<file path="config.mk">
export PLATFORM = sky130hd
export DESIGN_NAME = tube_scan_decoder
export DESIGN_NICKNAME = d
export VERILOG_FILES = /design/src/rtl/tube_scan_decoder.sv
export SDC_FILE = /design/constraint.sdc
export NUM_CORES = 1
export LEC_CHECK = 0
export CORE_UTILIZATION = 60
export DETAILED_ROUTE_END_ITERATION = 10
export PLACE_DENSITY = 0.8
export SLEW_MARGIN = 20
export SYNTH_ARGS = -nofsm -noshare
export SYNTH_HDL_FRONTEND = slang
export SYNTH_SLANG_ARGS = --single-unit
</file>
<file path="constraint.sdc">
create_clock -name clk -period 3.4 [get_ports clk]
set_input_delay 0.34 -clock clk [delete_from_list [all_inputs] [get_ports clk]]
set_output_delay 0.34 -clock clk [all_outputs]
set_load 0.01 [all_outputs]
</file>
<file path="src/rtl/tube_scan_decoder.sv">
// rtl/tube_scan_decoder.sv - de-ghosting decoder for the 11-bit multiplexed tube bus
module tube_scan_decoder #(
    parameter int HOLD_CYCLES    = 4,
    parameter int TIMEOUT_CYCLES = 100000
) (
    input  logic        clk,
    input  logic        rst,
    input  logic [10:0] tube_11bit,
    output logic [6:0]  dec_hour,
    output logic [6:0]  dec_min,
    output logic [6:0]  dec_sec,
    output logic        frame_valid,
    output logic        frame_err,
    output logic        signal_lost
);

    localparam int HW = $clog2(HOLD_CYCLES + 1);
    localparam int TW = $clog2(TIMEOUT_CYCLES + 1);

    logic [10:0]   s_q;
    logic [10:0]   p_q;
    logic [HW-1:0] hold_cnt;
    logic [5:0]    seen;
    logic [5:0]    err;
    logic [5:0]    seen_n;
    logic [5:0]    err_n;
    logic [3:0]    digit_q [6];
    logic [TW-1:0] to_cnt;

    logic [2:0]    sel;
    logic          sel_ok;
    logic          same;
    logic          accept;
    logic          frame_done;
    logic          timeout_hit;
    logic [3:0]    dig;
    logic          bad;

    assign sel         = s_q[10:8];
    assign sel_ok      = (sel < 3'd6);
    assign same        = (s_q == p_q);
    // Hold count is registered, so acceptance fires on the edge it would reach HOLD_CYCLES.
    assign accept      = sel_ok && same && (hold_cnt == HW'(HOLD_CYCLES - 1));
    assign frame_done  = (seen == 6'h3f);
    assign timeout_hit = !accept && (to_cnt == TW'(TIMEOUT_CYCLES - 1));

    always_comb begin
        dig = 4'd0;
        bad = 1'b0;
        case (s_q[6:0])
            7'h3f:   dig = 4'd0;
            7'h06:   dig = 4'd1;
            7'h5b:   dig = 4'd2;
            7'h4f:   dig = 4'd3;
            7'h66:   dig = 4'd4;
            7'h6d:   dig = 4'd5;
            7'h7d:   dig = 4'd6;
            7'h07:   dig = 4'd7;
            7'h7f:   dig = 4'd8;
            7'h6f:   dig = 4'd9;
            7'h00:   dig = 4'd0;
            default: bad = 1'b1;
        endcase
    end

    always_comb begin
        seen_n = seen;
        err_n  = err;
        if (frame_done || timeout_hit) begin
            seen_n = 6'd0;
            err_n  = 6'd0;
        end
        for (int i = 0; i < 6; i++) begin
            if (accept && sel == 3'(i)) begin
                seen_n[i] = 1'b1;
                err_n[i]  = bad;
            end
        end
    end

    function automatic logic [6:0] to_bin(input logic [3:0] tens, input logic [3:0] units);
        return 7'(tens) * 7'd10 + 7'(units);
    endfunction

    always_ff @(posedge clk) begin
        if (rst) begin
            s_q         <= 11'd0;
            p_q         <= 11'd0;
            hold_cnt    <= '0;
            seen        <= 6'd0;
            err         <= 6'd0;
            to_cnt      <= '0;
            dec_hour    <= 7'd0;
            dec_min     <= 7'd0;
            dec_sec     <= 7'd0;
            frame_valid <= 1'b0;
            frame_err   <= 1'b0;
            signal_lost <= 1'b0;
            for (int i = 0; i < 6; i++) digit_q[i] <= 4'd0;
        end else begin
            s_q <= tube_11bit;
            p_q <= s_q;

            if (!sel_ok)
                hold_cnt <= '0;
            else if (!same)
                hold_cnt <= HW'(1);
            else if (hold_cnt != HW'(HOLD_CYCLES))
                hold_cnt <= hold_cnt + HW'(1);

            for (int i = 0; i < 6; i++) begin
                if (accept && sel == 3'(i)) digit_q[i] <= dig;
            end
            seen <= seen_n;
            err  <= err_n;

            frame_valid <= frame_done;
            frame_err   <= frame_done && (|err);
            if (frame_done) begin
                dec_hour <= to_bin(digit_q[0], digit_q[1]);
                dec_min  <= to_bin(digit_q[2], digit_q[3]);
                dec_sec  <= to_bin(digit_q[4], digit_q[5]);
            end

            if (accept) begin
                to_cnt      <= '0;
                signal_lost <= 1'b0;
            end else if (to_cnt != TW'(TIMEOUT_CYCLES)) begin
                to_cnt <= to_cnt + TW'(1);
                if (timeout_hit) signal_lost <= 1'b1;
            end
        end
    end

endmodule
</file>
Yosys cells after proc, flatten, opt, wreduce, memory -nomap -nowiden:

Memory sizes are Yosys's and may differ from the RTL's.
Index checks and enable logic that the tools add are counted.

* $add $sub $neg: 5
* $mul: 3
* magnitude comparators: 1
* equal/unequal tests: 22
* muxes and demuxes: 43
* bitwise logic cells: 8
* reduce and logical (&&, ||, !) cells: 26

Operators with widths (number)
* $eq 7x7->1 const B: 7
* $pmux 4 s9: 1
* $mux 1: 35
* $mux 4: 6
* $add 7x4->7: 3
* $mul 4x3->6 const B: 3
* $add 17x1->17 const B: 1
* $eq 17x17->1 const B: 1
* $ne 17x17->1 const B: 1
* $eq 7x3->1 const B: 2
* $reduce_bool 2->1: 6
* $eq 11x11->1: 1
* $reduce_or 11->1: 1
* $logic_and 1x1->1: 10
* $eq 3x2->1 const B: 3
* $eq 7x6->1 const B: 1
* $logic_not 7->1: 1
* $eq 3x3->1 const B: 2
* $eq 6x6->1 const B: 1
* $mux 6: 1
* $or 1x1->1: 6
* $reduce_or 6->1: 1
* $reduce_or 2->1: 2
* $add 3x1->3 const B: 1
* other kinds (10): 11

* bits in registers: 78
* memory bits (writable): 24
* output and inout bits: 24
* logic and storage cells: 132
* memories kept: 1

Memory list
* digit_q: depth 6, bits a word 4, read ports 6, clocked after memory_dff 0, write ports 6, RTL line 27 `logic [3:0] digit_q [6];`

Depth between registers and ports, before layout:

Gate-level depths: netlist of the first run.

* depth after elaboration: 8
* depth in mapped cells: 7
* depth with buffers taken out: 7

Worst setup path before layout of the first run:

OpenSTA, ideal clock, no wires.

* kind: register to register
* from: register s_q[2]
* to: memory digit_q[2][0] (enable)
* library setup time: 0.361 ns
* data arrival time: 1.888 ns
* slack: 1.151 ns
* cell stages (with the launch flop): 8
* path buffers: 2
* cell sequence: dfxtp_1 > buf_6 > xor2_1 > nor4_4 > nand3_4 > clkbuf_1 > or2_1 > o21ai_0

RTL lines
* start: declaration: RTL line 20 `logic [10:0] s_q;`
* start signal: assignment: RTL line 101 `s_q <= tube_11bit;`
* end: declaration: RTL line 27

==> results of run 1 <==
cell usage in the layout (no fill, tap or decap), types with 3 or more instances in the layout:
| cell type | count |
|---|---|
| clkdlybuf4s50_1 | 35 |
| or2_2 | 3 |
| mux2i_1 | 8 |
| or3_1 | 8 |
| ha_1 | 23 |
| and3_1 | 3 |
| nor2b_1 | 26 |
| xor2_1 | 22 |
| dfxtp_1 | 78 |
| a21bo_2 | 4 |
| a31oi_1 | 4 |
| inv_1 | 11 |
| xnor2_1 | 18 |
| a21oi_1 | 23 |
| o21ai_0 | 9 |
| o31ai_1 | 4 |
| edfxtp_1 | 24 |
| a211oi_1 | 7 |
| clkbuf_8 | 10 |
| nand3_1 | 10 |
| nor2_1 | 56 |
| and4_1 | 3 |
| o22ai_1 | 3 |
| nand2_1 | 50 |
| fa_1 | 6 |
| or4_1 | 3 |
| nor3_1 | 6 |
| nor4_1 | 3 |
| nand4_1 | 5 |
| nand2b_1 | 8 |
| a21o_1 | 3 |
area by class of cell:
cell class	count	area share
flip-flops and latches	102	0.4277
multi-input cells	342	0.4333
clock inverters	6	0.01149
well taps	102	0.02392
clock buffers	10	0.02579
repair buffers	38	0.06940
inverters	12	0.008441
how the worst min path moves through the flow:
stage,slack [ps],start,cells past startpoint,to
after detailed placement,450,dec_sec[2],2,dec_sec[2]
final,260,rst,2,dec_sec[1]
after floorplan,440,err[0],1,frame_err
after global routing,270,rst,2,dec_sec[1]
after CTS,240,rst,2,dec_sec[1]
after global placement,440,dec_min[4],2,dec_min[4]
worst max-delay path, cell delays in order, from the launching register on:
cell	delay (ps)
dfxtp_1	530
xor2_1	160
nor4_4	370
nand3_4	250
or2_1	280
o21ai_0	560
where the power goes:
part	internal, mW	total [mW]	switching [mW]
Clock	0.358	0.761	0.402
Combinational	0.0737	0.156	0.0823
Sequential	1.26	1.29	0.0293
flip-flops by register name, summed over array words and instances, names as in the netlist:
register	flops
seen	6
dec_min	7
frame_err	1
dec_sec	7
dec_hour	7
s_q	11
p_q	11
frame_valid	1
to_cnt	17
digit_q	24
err	6
hold_cnt	3
signal_lost	1
metal layers:
layer	track usage	wire (µm)
met1	0.2890	3821
met2	0.3819	4159
met3	0.04774	483
met4	0.09392	121
met5	0	0
kinds of logic (layout without fill, tap and decap cells):
| family | count (synthesis) | after routing | share of synthesized area |
|---|---|---|---|
| simple gates | 201 | 201 | 0.2237 |
| flops | 102 | 102 | 0.4806 |
| compound gates | 64 | 64 | 0.08669 |
| xor+xnor | 40 | 40 | 0.07378 |
| buf+inv | 34 | 66 | 0.03241 |
| fa+ha+maj | 29 | 29 | 0.08590 |
| mux | 8 | 8 | 0.01686 |
==> results.cfg, run 1 <==
[finish]
drive_above_1_share = 0.06863
final_nets = 547
num_antenna_cells = 0
fin_util = 0.6942
multi_input_area_mm2 = 0.002312
fill_cells = 595
fin_cells = 612
seqCellArea_mm2 = 0.002282
area.growth.synth_to_final_pct = 12.38
stdcell_area_mm2 = 0.005336

[yosys]
synth-async-reset-ratio = 0
yosysWarnings = 0
netlist_top_cells_area = dfxtp_1 (33%), edfxtp_1 (15%), ha_1 (6.1%), nor2_1 (4.4%), xor2_1 (4.1%)
synthCells = 478
syn_nets = 520
netlist.area_leader.share = 0.3289
synth_commonest_cells = dfxtp_1 (78), nor2_1 (56), nand2_1 (50), nor2b_1 (26), edfxtp_1 (24)
synth_edf_count = 24
ys_ff_latch = 102
syn_avg_cell_area_um2 = 9.934
synth_seq_area_share = 0.4806
yosysUniqueCellTypes = 54
synthMostInstantiatedCell = dfxtp_1
yosys.area.top_type = dfxtp_1
syn_area_mm2 = 0.004748
synth_top_flop_cell = dfxtp_1

[clock_network]
h-tree-depth = 3
root_buffer = clkbuf_8
path_clk_slew_ps = 90
post_cts_buffers = 0
ctsResizeCount = 0
clock_path_buffers = 2
cts_buffers = 9
hold_buffers = 0
cts.sinks = 102
tritoncts = built
clk_latency_ps = 350

[place]
dp_slack_ps = 1058
dpl.cell_count = 596
gp_congestion = 0.8966
dpl_cell_area_mm2 = 0.005137
dp_hpwl_um = 6117
placement.io_buffers = 36

[job]
cap_violations = 0

[detailed_routing]
wl_per_cell_um = 14.03
vias = 3348
wl_um = 8585
drt_iter0_markers = 175
drc = 0
vias_per_cell = 5.471
postRouteAntennaNets = 0
dr.pass1.iters = 4

[sta]
slew-limit-headroom = 0.4352
worst_slack_ps = 897.0
hold_violations = 0
finalSetupTns_ps = 0
drv_slew = 0
skew_ps = 9.593
max_freq_ghz = 0.3995
setup_violations = 0
worstMarginPinSlew_ps = 838.3
rsz0062_at_grt = no
hold_ws_ps = 261.1
min_period_ps = 2503
finalCritPeriodShare = 0.7362

[setup_path]
start_kind = register
crit_arrival_ps = 2500
crit_type = reg -> reg
end_kind = register
crit_required_ps = 3390
reg2reg_slack_ps = 900
worstSetupStartpoint = s_q[9]
rr_worst_depth = 5
r2r-end = digit_q[2][1]
r2r_start = s_q[9]
cp-endpoint = digit_q[2][1]
crit_fanout = 19

[floorplan]
core_region_area_mm2 = 0.007687
die_x_um = 90.96
ioPinCount = 37
die_h_um = 90.96
row_count = 32
dieArea_mm2 = 0.008274
start_util = 0.6177

[global_routing]
grt.overflow.total = 0
grt_pass1_wl_um = 14950
grt_pass1_vias = 3244
grt_use_total = 0.2286
grt_max_degree = 46
antenna_found_initial = 0

[pwr]
p_leak_nw = 1.924
power.total_mw = 2.208
vdd_drop_max_uv = 237.3
power.density_mw_per_mm2 = 413.8

[outcome]
outcome = finished clean

[worst_hold_path]
min_path_type = in -> reg
Note: power is estimated with default switching activity, not from simulation.
==> inputs of run 2 (changes only) <==
--- a/config.mk
+++ b/config.mk
@@ -5,9 +5,9 @@
 export SDC_FILE = /design/constraint.sdc
 export NUM_CORES = 1
 export LEC_CHECK = 0
-export CORE_UTILIZATION = 60
+export CORE_UTILIZATION = 52
 export DETAILED_ROUTE_END_ITERATION = 10
-export PLACE_DENSITY = 0.8
+export PLACE_DENSITY = 0.73
 export SLEW_MARGIN = 20
 export SYNTH_ARGS = -nofsm -noshare
 export SYNTH_HDL_FRONTEND = slang
==> constraint.sdc (replaced) <==
create_clock -name clk -period 2.15 [get_ports clk]
set_input_delay 0.215 -clock clk [delete_from_list [all_inputs] [get_ports clk]]
set_output_delay 0.215 -clock clk [all_outputs]
set_load 0.01 [all_outputs]
==> run 2 against run 1 <==
  * Global-route usage decreased by 4.4 points
  * First-iteration DRC count rose by 22%
  * Non-clock buffer count increased by 26
  * Clock skew rose by 1.2 ps
  * Largest power group unchanged
==> results.cfg, run 2 (synthesis results as in run 1) <==
[outcome]
outcome = finished clean

[setup_path]
crit_arrival_ps = 2390
end_kind = register
path_cells = ha_1 -> ha_2 -> fa_1 -> xor2_1 -> or4_1 -> a31oi_1
reg2reg_slack_ps = 50
start_kind = register
crit_fanout = 2
rr_worst_depth = 6
r2r_start = digit_q[0][1]
crit_required_ps = 2440
r2r-end = dec_hour[6]
crit_type = reg -> reg
cp_slowest_cell = or4_1
max_stage_delay_ps = 460

[pwr]
switching_share = 0.2189
vdd_drop_max_uv = 299.5
p_leak_nw = 2.061
clockPowerShare = 0.368
power.density_mw_per_mm2 = 656.4
p_switching_mw = 0.8034
power_frac_seq = 0.552
power.total_mw = 3.671
internal_power_mw = 2.867
combPwrFrac = 0.080

[detailed_routing]
wl_per_cell_um = 12.79
drt_iter0_markers = 213
dr.pass1.iters = 4
wl_um = 8234
drc = 0
vias = 3420
vias_per_cell = 5.311
postRouteAntennaNets = 0

[worst_hold_path]
min_path_type = in -> reg
hold_depth = 2
min_to = s_q[0]
min_from = tube_11bit[0]

[finish]
num_antenna_cells = 0
final_common_cell = dfxtp_1
stdcell_area_mm2 = 0.005592
area.growth.synth_to_final_pct = 17.76
final_cell_mix = dfxtp_1 (78), nor2_1 (56), nand2_1 (50)
drive_above_1_share = 0.1231
regMostFlops = digit_q
largest_reg_flops = 24
final_nets = 573
fin_util = 0.6381
largestRegisters = digit_q (24), to_cnt (17)

[sta]
min_period_ps = 2104
hold_violations = 0
drv_slew = 0
worst_slack_ps = 45.54
setup_violations = 0
slew-limit-headroom = 0.5756
finalCritPeriodShare = 0.9788
rsz0062_at_grt = yes
worstMarginPinSlew_ps = 630.8
max_freq_ghz = 0.4752
skew_ps = 10.77

[floorplan]
ioPinCount = 37
core_region_area_mm2 = 0.008763
start_util = 0.5418
die_x_um = 97.56
row_count = 34
die_h_um = 97.56
dieArea_mm2 = 0.009518

[job]
cap_violations = 0

[clock_network]
clock_path_buffers = 2
cts_buffers = 9
clk_latency_ps = 360
root_buffer = clkbuf_8
h-tree-depth = 3
path_clk_slew_ps = 90
tritoncts = built
cts.sinks = 102

[place]
placement.io_buffers = 36
dpl_cell_area_mm2 = 0.005305
gp_congestion = 0.7823
dp_hpwl_um = 6073
dp_slack_ps = -19.14

[global_routing]
grt.overflow.total = 0
antenna_found_initial = 0
grt_pass1_vias = 3234
grt_use_total = 0.1847
grt_max_degree = 47
grt_pass1_wl_um = 14400
[run 2: metal layers]
| layer | wire [µm] | share of wire | track usage |
|---|---|---|---|
| met1 | 3902 | 0.47 | 0.2287 |
| met2 | 3924 | 0.48 | 0.3120 |
| met3 | 223 | 0.027 | 0.03597 |
| met4 | 184 | 0.022 | 0.08145 |
| met5 | 0 | 0 | 0 |
[run 2: worst max-delay path: cells and delay by family (launching register included)]
| family | cells | cell delay (ps) |
|---|---|---|
| AND/OR/NAND/NOR | 1 | 460 |
| XOR/XNOR | 1 | 160 |
| flip-flops | 1 | 410 |
| adder cells (fa/ha/maj) | 3 | 860 |
| AO/OA/AOI/OAI | 1 | 150 |
[run 2: final cells by class]
class	instances	area [µm²]
multi-input cells	342	2332
well taps	108	135.1
clock buffers	11	152.6
fillers	721	3172
repair buffers	64	565.5
clock inverters	5	78.83
flip-flops and latches	102	2282
inverters	12	45.04
[run 2: how the worst max path moves through the flow]
stage / from / endpoint / slack, ps / cells after the start
floorplan: s_q[2] / digit_q[4][0] / 10 / 6
global placement: digit_q[0][3] / dec_hour[6] / 30 / 6
detailed placement: digit_q[0][3] / dec_hour[6] / -20 / 6
CTS: digit_q[0][3] / dec_hour[6] / 10 / 6
global route: s_q[3] / digit_q[2][3] / -60 / 5
finish: digit_q[0][1] / dec_hour[6] / 50 / 6
[run 2: repair_timing]
item	in CTS	in global routing
gates resized for setup	0	4
endpoints found under the setup margin	1	19
hold buffers	0	0
pin swaps	5	11
setup buffers	1	4
[run 2: power groups by stage]
stage | Sequential [mW] | Combinational, mW | Clock, mW
5_1_grt | 2.03 | 0.329 | 1.48
4_1_cts | 2.03 | 0.288 | 1.39
3_3_place_gp | 2.07 | 0.276 | 0
3_5_place_dp | 2.07 | 0.285 | 0
2_1_floorplan | 2.06 | 0.210 | 0
6_report | 2.03 | 0.294 | 1.35
[run 2: stage by stage]
stage / hold slack (ps) / instances / setup TNS, ps
2_1_floorplan: 343.2 / 478 / 0
3_3_place_gp: 438.9 / 623 / 0
3_5_place_dp: 443.2 / 623 / -19.14
4_1_cts: 380.2 / 640 / 0
5_1_grt: 376.3 / 644 / -533.5
6_report: 397.9 / 644 / 0
==> inputs of run 3 (changes only) <==
--- a/config.mk
+++ b/config.mk
@@ -6,6 +6,7 @@
 export NUM_CORES = 1
 export LEC_CHECK = 0
 export CORE_UTILIZATION = 52
+export CTS_CLUSTER_SIZE = 10
 export DETAILED_ROUTE_END_ITERATION = 10
 export PLACE_DENSITY = 0.73
 export SLEW_MARGIN = 20
==> results of run 3 <==
No change in the layout: final DEF, timing and power equal those of run 2.
